File: src/rtl/omsp_atom_irq_gate_if.sv
// Bundle between the interrupt frontend/atomicity monitor side (master) and the IRQ gate (slave).
// Handshake: irq_detect acts as valid with irq_vec_id as payload; irq_ack is a one-cycle ready pulse
// that completes the transfer only in a cycle where irq_detect=1, and is ignored in any other cycle.
interface omsp_atom_irq_gate_if #(
   parameter int NIRQ   = 14,
   parameter int LAT_W  = 8,
   parameter int VCNT_W = 4
);
   logic [NIRQ-1:0]   irq_in;
   logic              gie;
   logic              atom_violation;
   logic              exec_boundary;
   logic              irq_ack;
   logic              stat_clr;
   logic              irq_detect;
   logic [3:0]        irq_vec_id;
   logic [NIRQ-1:0]   irq_acc;
   logic              viol_pending;
   logic [VCNT_W-1:0] viol_cnt;
   logic [LAT_W-1:0]  max_defer;
   logic [1:0]        dbg_state;

   modport master (
      output irq_in, gie, atom_violation, exec_boundary, irq_ack, stat_clr,
      input  irq_detect, irq_vec_id, irq_acc, viol_pending, viol_cnt, max_defer, dbg_state
   );

   modport slave (
      input  irq_in, gie, atom_violation, exec_boundary, irq_ack, stat_clr,
      output irq_detect, irq_vec_id, irq_acc, viol_pending, viol_cnt, max_defer, dbg_state
   );
endinterface

File: src/rtl/omsp_atom_irq_gate.sv
// IRQ latch/arbiter that defers maskable requests while gie is low, turns atomicity
// violations into a non-maskable fault vector, and tracks deferral/violation statistics.
module omsp_atom_irq_gate #(
   parameter int NIRQ   = 14,
   parameter int LAT_W  = 8,
   parameter int VCNT_W = 4
) (
   input logic mclk,
   input logic puc_rst_n,
   omsp_atom_irq_gate_if.slave bus
);
   typedef enum logic [1:0] {IDLE = 2'd0, DEFER = 2'd1, REQ = 2'd2} state_t;

   localparam logic [3:0] VIOL_ID = 4'(NIRQ);

   state_t            r_state;
   state_t            w_state_nxt;
   logic [3:0]        r_sel_id;
   logic [LAT_W-1:0]  r_defer_cnt;
   logic [LAT_W-1:0]  r_max_defer;
   logic              r_viol_pending;
   logic [VCNT_W-1:0] r_viol_cnt;
   logic [NIRQ-1:0]   r_acc;

   logic              w_any_irq;
   logic              w_pend;
   logic              w_elig;
   logic [3:0]        w_irq_hi;
   logic [3:0]        w_new_id;
   logic              w_sel_is_viol;
   logic              w_src_live;
   logic [NIRQ-1:0]   w_onehot;
   logic              w_detect;
   logic              w_ack_ok;
   logic [LAT_W-1:0]  w_cnt_inc;

   assign w_any_irq     = |bus.irq_in;
   assign w_pend        = w_any_irq | r_viol_pending;
   assign w_elig        = r_viol_pending | (w_any_irq & bus.gie);
   assign w_new_id      = r_viol_pending ? VIOL_ID : w_irq_hi;
   assign w_sel_is_viol = (r_sel_id == VIOL_ID);
   assign w_detect      = (r_state == REQ) & (bus.gie | w_sel_is_viol);
   assign w_ack_ok      = bus.irq_ack & w_detect;
   assign w_cnt_inc     = (r_defer_cnt == '1) ? r_defer_cnt : r_defer_cnt + LAT_W'(1);

   // Highest index wins; the loop also decodes the latched id for liveness and accept.
   always_comb begin
      w_irq_hi   = '0;
      w_onehot   = '0;
      w_src_live = w_sel_is_viol & r_viol_pending;
      for (int i = 0; i < NIRQ; i++) begin
         if (bus.irq_in[i]) w_irq_hi = 4'(i);
         if (r_sel_id == 4'(i)) begin
            w_onehot[i] = 1'b1;
            w_src_live  = bus.irq_in[i];
         end
      end
   end

   always_comb begin
      w_state_nxt = r_state;
      case (r_state)
         IDLE: begin
            if (w_pend & w_elig & bus.exec_boundary) w_state_nxt = REQ;
            else if (w_pend)                         w_state_nxt = DEFER;
         end
         DEFER: begin
            if (w_elig & bus.exec_boundary) w_state_nxt = REQ;
            else if (!w_pend)               w_state_nxt = IDLE;
         end
         REQ: begin
            if (w_ack_ok)         w_state_nxt = IDLE;
            else if (!w_src_live) w_state_nxt = IDLE;
            else if (!w_detect)   w_state_nxt = DEFER;
         end
         default: w_state_nxt = IDLE;
      endcase
   end

   always_ff @(posedge mclk or negedge puc_rst_n) begin
      if (!puc_rst_n) begin
         r_state        <= IDLE;
         r_sel_id       <= '0;
         r_defer_cnt    <= '0;
         r_max_defer    <= '0;
         r_viol_pending <= 1'b0;
         r_viol_cnt     <= '0;
         r_acc          <= '0;
      end else begin
         r_state <= w_state_nxt;
         if ((r_state != REQ) && (w_state_nxt == REQ)) r_sel_id <= w_new_id;

         // Counter reports the number of cycles spent in DEFER, including the exit cycle.
         if ((r_state != DEFER) && (w_state_nxt == DEFER)) r_defer_cnt <= '0;
         else if (r_state == DEFER)                        r_defer_cnt <= w_cnt_inc;

         if (bus.stat_clr) r_max_defer <= '0;
         else if ((r_state == DEFER) && (w_state_nxt == REQ) && (w_cnt_inc > r_max_defer))
            r_max_defer <= w_cnt_inc;

         if (bus.atom_violation)            r_viol_pending <= 1'b1;
         else if (w_ack_ok & w_sel_is_viol) r_viol_pending <= 1'b0;

         if (bus.stat_clr)                                   r_viol_cnt <= '0;
         else if (bus.atom_violation && (r_viol_cnt != '1)) r_viol_cnt <= r_viol_cnt + VCNT_W'(1);

         r_acc <= (w_ack_ok & ~w_sel_is_viol) ? w_onehot : '0;
      end
   end

   assign bus.irq_detect   = w_detect;
   assign bus.irq_vec_id   = r_sel_id;
   assign bus.irq_acc      = r_acc;
   assign bus.viol_pending = r_viol_pending;
   assign bus.viol_cnt     = r_viol_cnt;
   assign bus.max_defer    = r_max_defer;
   assign bus.dbg_state    = r_state;
endmodule

File: src/flat_wrapper.sv
// flat-port wrapper written by rule: the top's interface ports become plain ports
module omsp_atom_irq_gate_flat 
#(
   parameter int NIRQ   = 14,
   parameter int LAT_W  = 8,
   parameter int VCNT_W = 4
)
  (mclk, puc_rst_n, bus_irq_in, bus_gie, bus_atom_violation, bus_exec_boundary, bus_irq_ack, bus_stat_clr, bus_irq_detect, bus_irq_vec_id, bus_irq_acc, bus_viol_pending, bus_viol_cnt, bus_max_defer, bus_dbg_state);
  omsp_atom_irq_gate_if #(.NIRQ(NIRQ), .LAT_W(LAT_W), .VCNT_W(VCNT_W)) bus_i ();
  input logic mclk;
  input logic puc_rst_n;
  input wire logic [$bits(bus_i.irq_in)-1:0] bus_irq_in;
  input wire logic [$bits(bus_i.gie)-1:0] bus_gie;
  input wire logic [$bits(bus_i.atom_violation)-1:0] bus_atom_violation;
  input wire logic [$bits(bus_i.exec_boundary)-1:0] bus_exec_boundary;
  input wire logic [$bits(bus_i.irq_ack)-1:0] bus_irq_ack;
  input wire logic [$bits(bus_i.stat_clr)-1:0] bus_stat_clr;
  output wire logic [$bits(bus_i.irq_detect)-1:0] bus_irq_detect;
  output wire logic [$bits(bus_i.irq_vec_id)-1:0] bus_irq_vec_id;
  output wire logic [$bits(bus_i.irq_acc)-1:0] bus_irq_acc;
  output wire logic [$bits(bus_i.viol_pending)-1:0] bus_viol_pending;
  output wire logic [$bits(bus_i.viol_cnt)-1:0] bus_viol_cnt;
  output wire logic [$bits(bus_i.max_defer)-1:0] bus_max_defer;
  output wire logic [$bits(bus_i.dbg_state)-1:0] bus_dbg_state;
  assign bus_i.irq_in = bus_irq_in;
  assign bus_i.gie = bus_gie;
  assign bus_i.atom_violation = bus_atom_violation;
  assign bus_i.exec_boundary = bus_exec_boundary;
  assign bus_i.irq_ack = bus_irq_ack;
  assign bus_i.stat_clr = bus_stat_clr;
  assign bus_irq_detect = bus_i.irq_detect;
  assign bus_irq_vec_id = bus_i.irq_vec_id;
  assign bus_irq_acc = bus_i.irq_acc;
  assign bus_viol_pending = bus_i.viol_pending;
  assign bus_viol_cnt = bus_i.viol_cnt;
  assign bus_max_defer = bus_i.max_defer;
  assign bus_dbg_state = bus_i.dbg_state;
  omsp_atom_irq_gate #(.NIRQ(NIRQ), .LAT_W(LAT_W), .VCNT_W(VCNT_W)) u_core (.mclk(mclk), .puc_rst_n(puc_rst_n), .bus(bus_i));
endmodule
File: config.mk
export PLATFORM = sky130hd
export DESIGN_NAME = omsp_atom_irq_gate_flat
export DESIGN_NICKNAME = d
export VERILOG_FILES = /design/src/rtl/omsp_atom_irq_gate_if.sv /design/src/rtl/omsp_atom_irq_gate.sv /design/src/flat_wrapper.sv
export SDC_FILE = /design/constraint.sdc
export NUM_CORES = 1
export LEC_CHECK = 0
export BUFFER_PORTS_ARGS = -buffer_cell sky130_fd_sc_hd__buf_2
export CAP_MARGIN = 0
export CORE_ASPECT_RATIO = 1.75
export CORE_MARGIN = 2
export CORE_UTILIZATION = 25
export CTS_CLUSTER_DIAMETER = 30
export DETAILED_ROUTE_END_ITERATION = 6
export PLACE_DENSITY = 0.42
export SYNTH_ARGS = -nofsm -noshare
export SYNTH_HDL_FRONTEND = slang
export SYNTH_SLANG_ARGS = --single-unit
File: constraint.sdc
create_clock -name mclk -period 3.2 [get_ports mclk]
set_input_delay 0.48 -clock mclk [delete_from_list [all_inputs] [get_ports mclk]]
set_output_delay 0.48 -clock mclk [all_outputs]
set_load 0.05 [all_outputs]
* Word level (Yosys, flattened, before mapping)
Cells that the tools add are included.
** Storage, ports and cells
- Register bits after elaboration :: 41
- Bits in latches :: 0
- Memory bits (writable) :: 0
- ROM bits :: 0
- Bits of input ports :: 21
- Logic and storage cells :: 117
- Memories kept :: 0
** Operators by class
- Add/subtract/negate cells :: 2
- $mul :: 0
- Div/mod/pow operators :: 0
- Order comparisons :: 1
- Equal/unequal tests :: 22
- Shift operators :: 0
- Multiplexer cells :: 60
- Bitwise operators :: 13
- Reduce and logical (&&, ||, !) cells :: 12
** Operators by type and width (count)
- $mux 8 :: 5
- $mux 4 :: 9
- $mux 1 :: 31
- $eq 4x4->1 const B :: 7
- $mux 2 :: 9
- $eq 4x3->1 const B :: 4
- $mux 14 :: 1
- $reduce_or 14->1 :: 1
- $mux 3 :: 4
- $and 1x1->1 :: 9
- $add 8x1->8 const B :: 1
- $eq 4x2->1 const B :: 2
- $eq 8x8->1 const B :: 1
- $gt 8x8->1 :: 1
- $reduce_bool 2->1 :: 4
- $pmux 2 s3 :: 1
- $logic_and 1x1->1 :: 5
- $add 4x1->4 const B :: 1
- $eq 2x1->1 const B :: 2
- $eq 2x2->1 const B :: 2
- $eq 4x1->1 const B :: 1
- $logic_not 4->1 :: 1
- $ne 4x4->1 const B :: 1
- $or 1x1->1 :: 3
- other kinds (4) :: 4

* Depth between registers and ports, before layout
- Word-level depth :: 24
- Gate-level depth with buffers :: 12
- Mapped depth without buffers :: 12

* Worst setup path before layout
OpenSTA, ideal clock, no wires.
- Kind :: reg2reg
- Start :: register u_core.r_defer_cnt[0]
- End :: register u_core.r_max_defer[0], in the netlist u_core.bus.max_defer[0]
- Data arrival time :: 2844 ps
- Data required time :: 3075 ps
- Setup slack :: 232 ps
- Stages on the path, launching flop included :: 12
- Period minus slack after synthesis :: 2968 ps
- Cell sequence :: dfrtp_1 ha_1 nand2_1 nor3_4 nor2_1 xnor2_1 inv_1 ha_1 and4_2 and2_1 a2111oi_4 mux2_2
** On the way
- Word-level cells in the longest chain between the ends :: 5
- Elaborated cells between the ends (all ways) :: 8
- Classes of those cells :: add/sub: 1; order compare: 1; eq/ne: 1; mux: 3; reduce/logical: 2
** RTL lines
- start: declaration :: RTL line omsp_atom_irq_gate.sv:19 : logic [LAT_W-1:0] r_defer_cnt;
- start signal: assignment :: RTL line omsp_atom_irq_gate.sv:95 : else if (r_state == DEFER) r_defer_cnt <= w_cnt_inc;
- $add 8x1->8 or $eq 8x8->1 (tied branches) :: RTL line omsp_atom_irq_gate.sv:44 : assign w_cnt_inc = (r_defer_cnt == '1) ? r_defer_cnt : r_defer_cnt + LAT_W'(1);
- $mux 8 (*) :: RTL line omsp_atom_irq_gate.sv:44
- $gt 8x8->1 :: RTL line omsp_atom_irq_gate.sv:98 : else if ((r_state == DEFER) && (w_state_nxt == REQ) && (w_cnt_inc > r_max_defer))
- $logic_and 1x1->1 :: RTL line omsp_atom_irq_gate.sv:98
- $reduce_bool 2->1 (no line)
- end signal: assignment :: RTL line omsp_atom_irq_gate.sv:99 : r_max_defer <= w_cnt_inc;
- end: declaration :: RTL line omsp_atom_irq_gate.sv:20 : logic [LAT_W-1:0] r_max_defer;
Every way passes the cells marked *; elsewhere a longest branch is shown, timed or not. The select of a mux whose other input is x is not followed.
A chain may end at the register's enable or synchronous reset.

* Worst setup path after layout
- Start :: register u_core.r_defer_cnt[1]
- End :: register u_core.r_max_defer[0], in the netlist u_core.bus.max_defer[0]
Same word-level chain as after synthesis.

==> metrics <==
mux cell area share after synthesis 6.22%; area leader, netlist dfrtp_1; die area 10,700 um2; Clock Power Share 33.5%; input/output buffers 54; Mapped Nets 308; Syn Area/Cell 8.86 um2; Synth Area in XOR/XNOR 2.86%; CTS Hold Bufs 0; Synth Cell Area 2450 um2; outcome finished clean; Slew Limit Fails 0; maximum vdd ir drop 0.264 mV; Die Width 78.9 um; CP dominant cell by count o21a_1; most common cell in the synthesized netlist nor2_1; Tcrit/Tclk final 96.7%; worst hold path class in -> async; Setup violations, final 0; Simple-Gate Fraction of Synth Area 24.4%; Period minus WS final 3.09 ns; Power per Cell Area 568 nW/um2; Area contributors post-synth dfrtp_1 (42%), nor2_1 (6.4%), ha_1 (5.1%); Arrival @ worst endpoint 3.27 ns; setup total negative slack 0 ns; Post-Synth Adder-Cell Area 5.10%; Seq/Total Area, Yosys 41.8%; Final HPWL DP 5190 um; Layout area overhead 29.7%; Synth Warn # 0; Post-synth top flop dfrtp_1; slowest stage delay, CP 0.40 ns; Worst Setup End Kind flop; Yosys reg bits 41; cell count after synthesis 277; DRC 0; synth cell count leaders nor2_1 (42), dfrtp_1 (41), inv_1 (22); final wirelength 6700 um; io pins 55; Detail Route Antenna Nets 0; Overflow after GRT 0; Clock Latency Late Sink 0.29 ns; crit path cell chain ha_2, nand2_4, nor3_4, mux2i_2, inv_2, ha_4, nor2b_4, o21a_1, o21a_1, o21ai_2, a2111oi_4, buf_6, mux2_4; Total Routing Usage GR 13.3%; antenna cell count 0; CTS tree done; die span in y 135 um; Post-synth EDFFs 0; Gate power share 32.7%; share of post-route cells with drive strength above 1 29.8%; H-tree depth 2; worst slack at placement 0.0848 ns; Reg-to-Reg Start u_core.r_defer_cnt[1]; detail-routed net length per standard cell 14.4 um; Worst setup SP type flop; row cnt 47; first-pass GRT wire length 10,800 um; post-synth top area share 41.8%; Routability Congestion 0.765; Peak Freq 323 MHz; DR vias/cell 4.64; First-pass DRT Iterations 4; switching share of power 34.1%; final number of hold-violating endpoints 0; CP max FO 8; DRT iter0 DRCs 67; final net count 372; final critical-path setup slack 0.105 ns; Non-Filler Instances 464; leak pwr 1.57 nW; P_sw 0.615 mW; worst-margin pin slew 0.957 ns; Sequential Power Share 33.9%; required time worst endpoint 3.37 ns; clk slew on worst S/H paths 0.06 ns; clock net sink count 41; Post-Route Skew 0.00850 ns; internal power 1.19 mW; Critical Path Source u_core.r_defer_cnt[1]; Initial Util 25.8%; post-synthesis compound-gate area fraction 13.9%; RSZ-0062 raised after global routing yes; DR vias 2,153; Root Driver clkbuf_16; CP Class reg -> reg; initial antenna violation count 0; Placed Cells 450; CP max-delay cell dfrtp_1; Async SR Flop Fraction 100%; Max Cap Viol 0; Synth cell types 46; vias in the first global route 2,210; deepest clock path buffer count 2; Num CTS Buffers 5; core area 9530 um2; Max-Slew Margin vs Limit 36.2%; largest family of logic cells by synthesized area simple AND/OR/NAND/NOR gates; largest net degree at the start of global routing 42
power by group through the flow:
stage	registers [mW]	clock network, mW	logic, mW
5_1_grt	0.618	0.644	0.648
6_report	0.611	0.604	0.590
2_1_floorplan	0.660	0	0.338
3_3_place_gp	0.623	0	0.524
4_1_cts	0.615	0.622	0.523
3_5_place_dp	0.625	0	0.521
what timing repair did:
action,4_1_cts,5_1_grt
endpoints found under the hold margin,0,0
setup endpoints to repair,0,8
gates resized for setup,0,18
buffers inserted,0,6
final timing paths:
path                                            to  cells past startpoint  slack (ns)
max                        u_core.bus.max_defer[0]                     13        0.11
min                        u_core.bus.max_defer[1]                      1        0.34
max reg2reg                u_core.bus.max_defer[0]                     13        0.11
min reg2reg                 u_core.bus.viol_cnt[1]                      2        0.57
max in group asynchronous   u_core.bus.viol_cnt[1]                      1        2.26
min in group mclk          u_core.bus.dbg_state[1]                      2        0.45
critical path, delay by kind of cell (launching register included):
kind	cells	cell delay, ns
AOI/OAI and AO/OA	4	0.73
muxes	2	0.61
adders and majority gates	2	0.49
and+or+nand+nor	3	0.45
DFF	1	0.40
buffers and inverters	2	0.29
state kept, by name, summed over array words and instances (netlist names):
signal                   cells
u_core.bus.irq_acc          14
u_core.bus.max_defer         8
u_core.r_defer_cnt           8
u_core.bus.irq_vec_id        4
u_core.bus.viol_cnt          4
u_core.bus.dbg_state         2
u_core.bus.viol_pending      1
cell families (layout without fill, tap and decap cells):
logic type	Yosys count	in the layout
AOI/OAI and AO/OA	51	51
DFF	41	41
buffers and inverters	33	98
adders and majority gates	10	10
xor gates and xnor gates	8	8
and+or+nand+nor	120	120
muxes	14	14
routing by layer:
| layer | routed length (um) | share of wire [%] | up-vias | track usage (%) |
|---|---|---|---|---|
| li1 | - | - | 1080 | - |
| met1 | 2600 | 39 | 1025 | 14.5 |
| met2 | 3750 | 56 | 41 | 24.8 |
| met3 | 226 | 3.4 | 7 | 2.14 |
| met4 | 133 | 2.0 | 0 | 5.75 |
| met5 | 0 | 0 | - | 0 |
stage by stage:
| stage | area (um2) | util (%) | power [mW] | hold WS (ns) |
|---|---|---|---|---|
| 5_1_grt | 3180 | 33.4 | 1.91 | 0.423 |
| 4_1_cts | 3060 | 32.1 | 1.76 | 0.376 |
| 3_3_place_gp | 2880 | 30.2 | 1.15 | 0.559 |
| 3_5_place_dp | 2880 | 30.2 | 1.15 | 0.562 |
| 2_1_floorplan | 2450 | - | 0.998 | 0.184 |
| 6_report | 3180 | 33.4 | 1.81 | 0.340 |
cell type report:
class / count / area (um2)
Fill cell: 1047 / 6340
Tap cell: 122 / 153
Clock buffer: 6 / 139
Clock inverter: 2 / 37.5
Timing Repair Buffer: 68 / 379
Multi-Input combinational cell: 203 / 1370
Inverter: 22 / 82.6
Sequential cell: 41 / 1030
cells in the final DEF (no fill, tap or decap), types with 9 or more instances in the layout:
cell type,synthesis,final
nor2_1,42,42
inv_1,22,21
nand2_1,21,20
buf_2,6,54
nand3_1,11,11
dfrtp_1,41,41
buf_4,0,13
o21ai_0,9,9
nor3_1,12,12
a21oi_1,13,13
No activity file was read; power rests on OpenSTA's default activity.
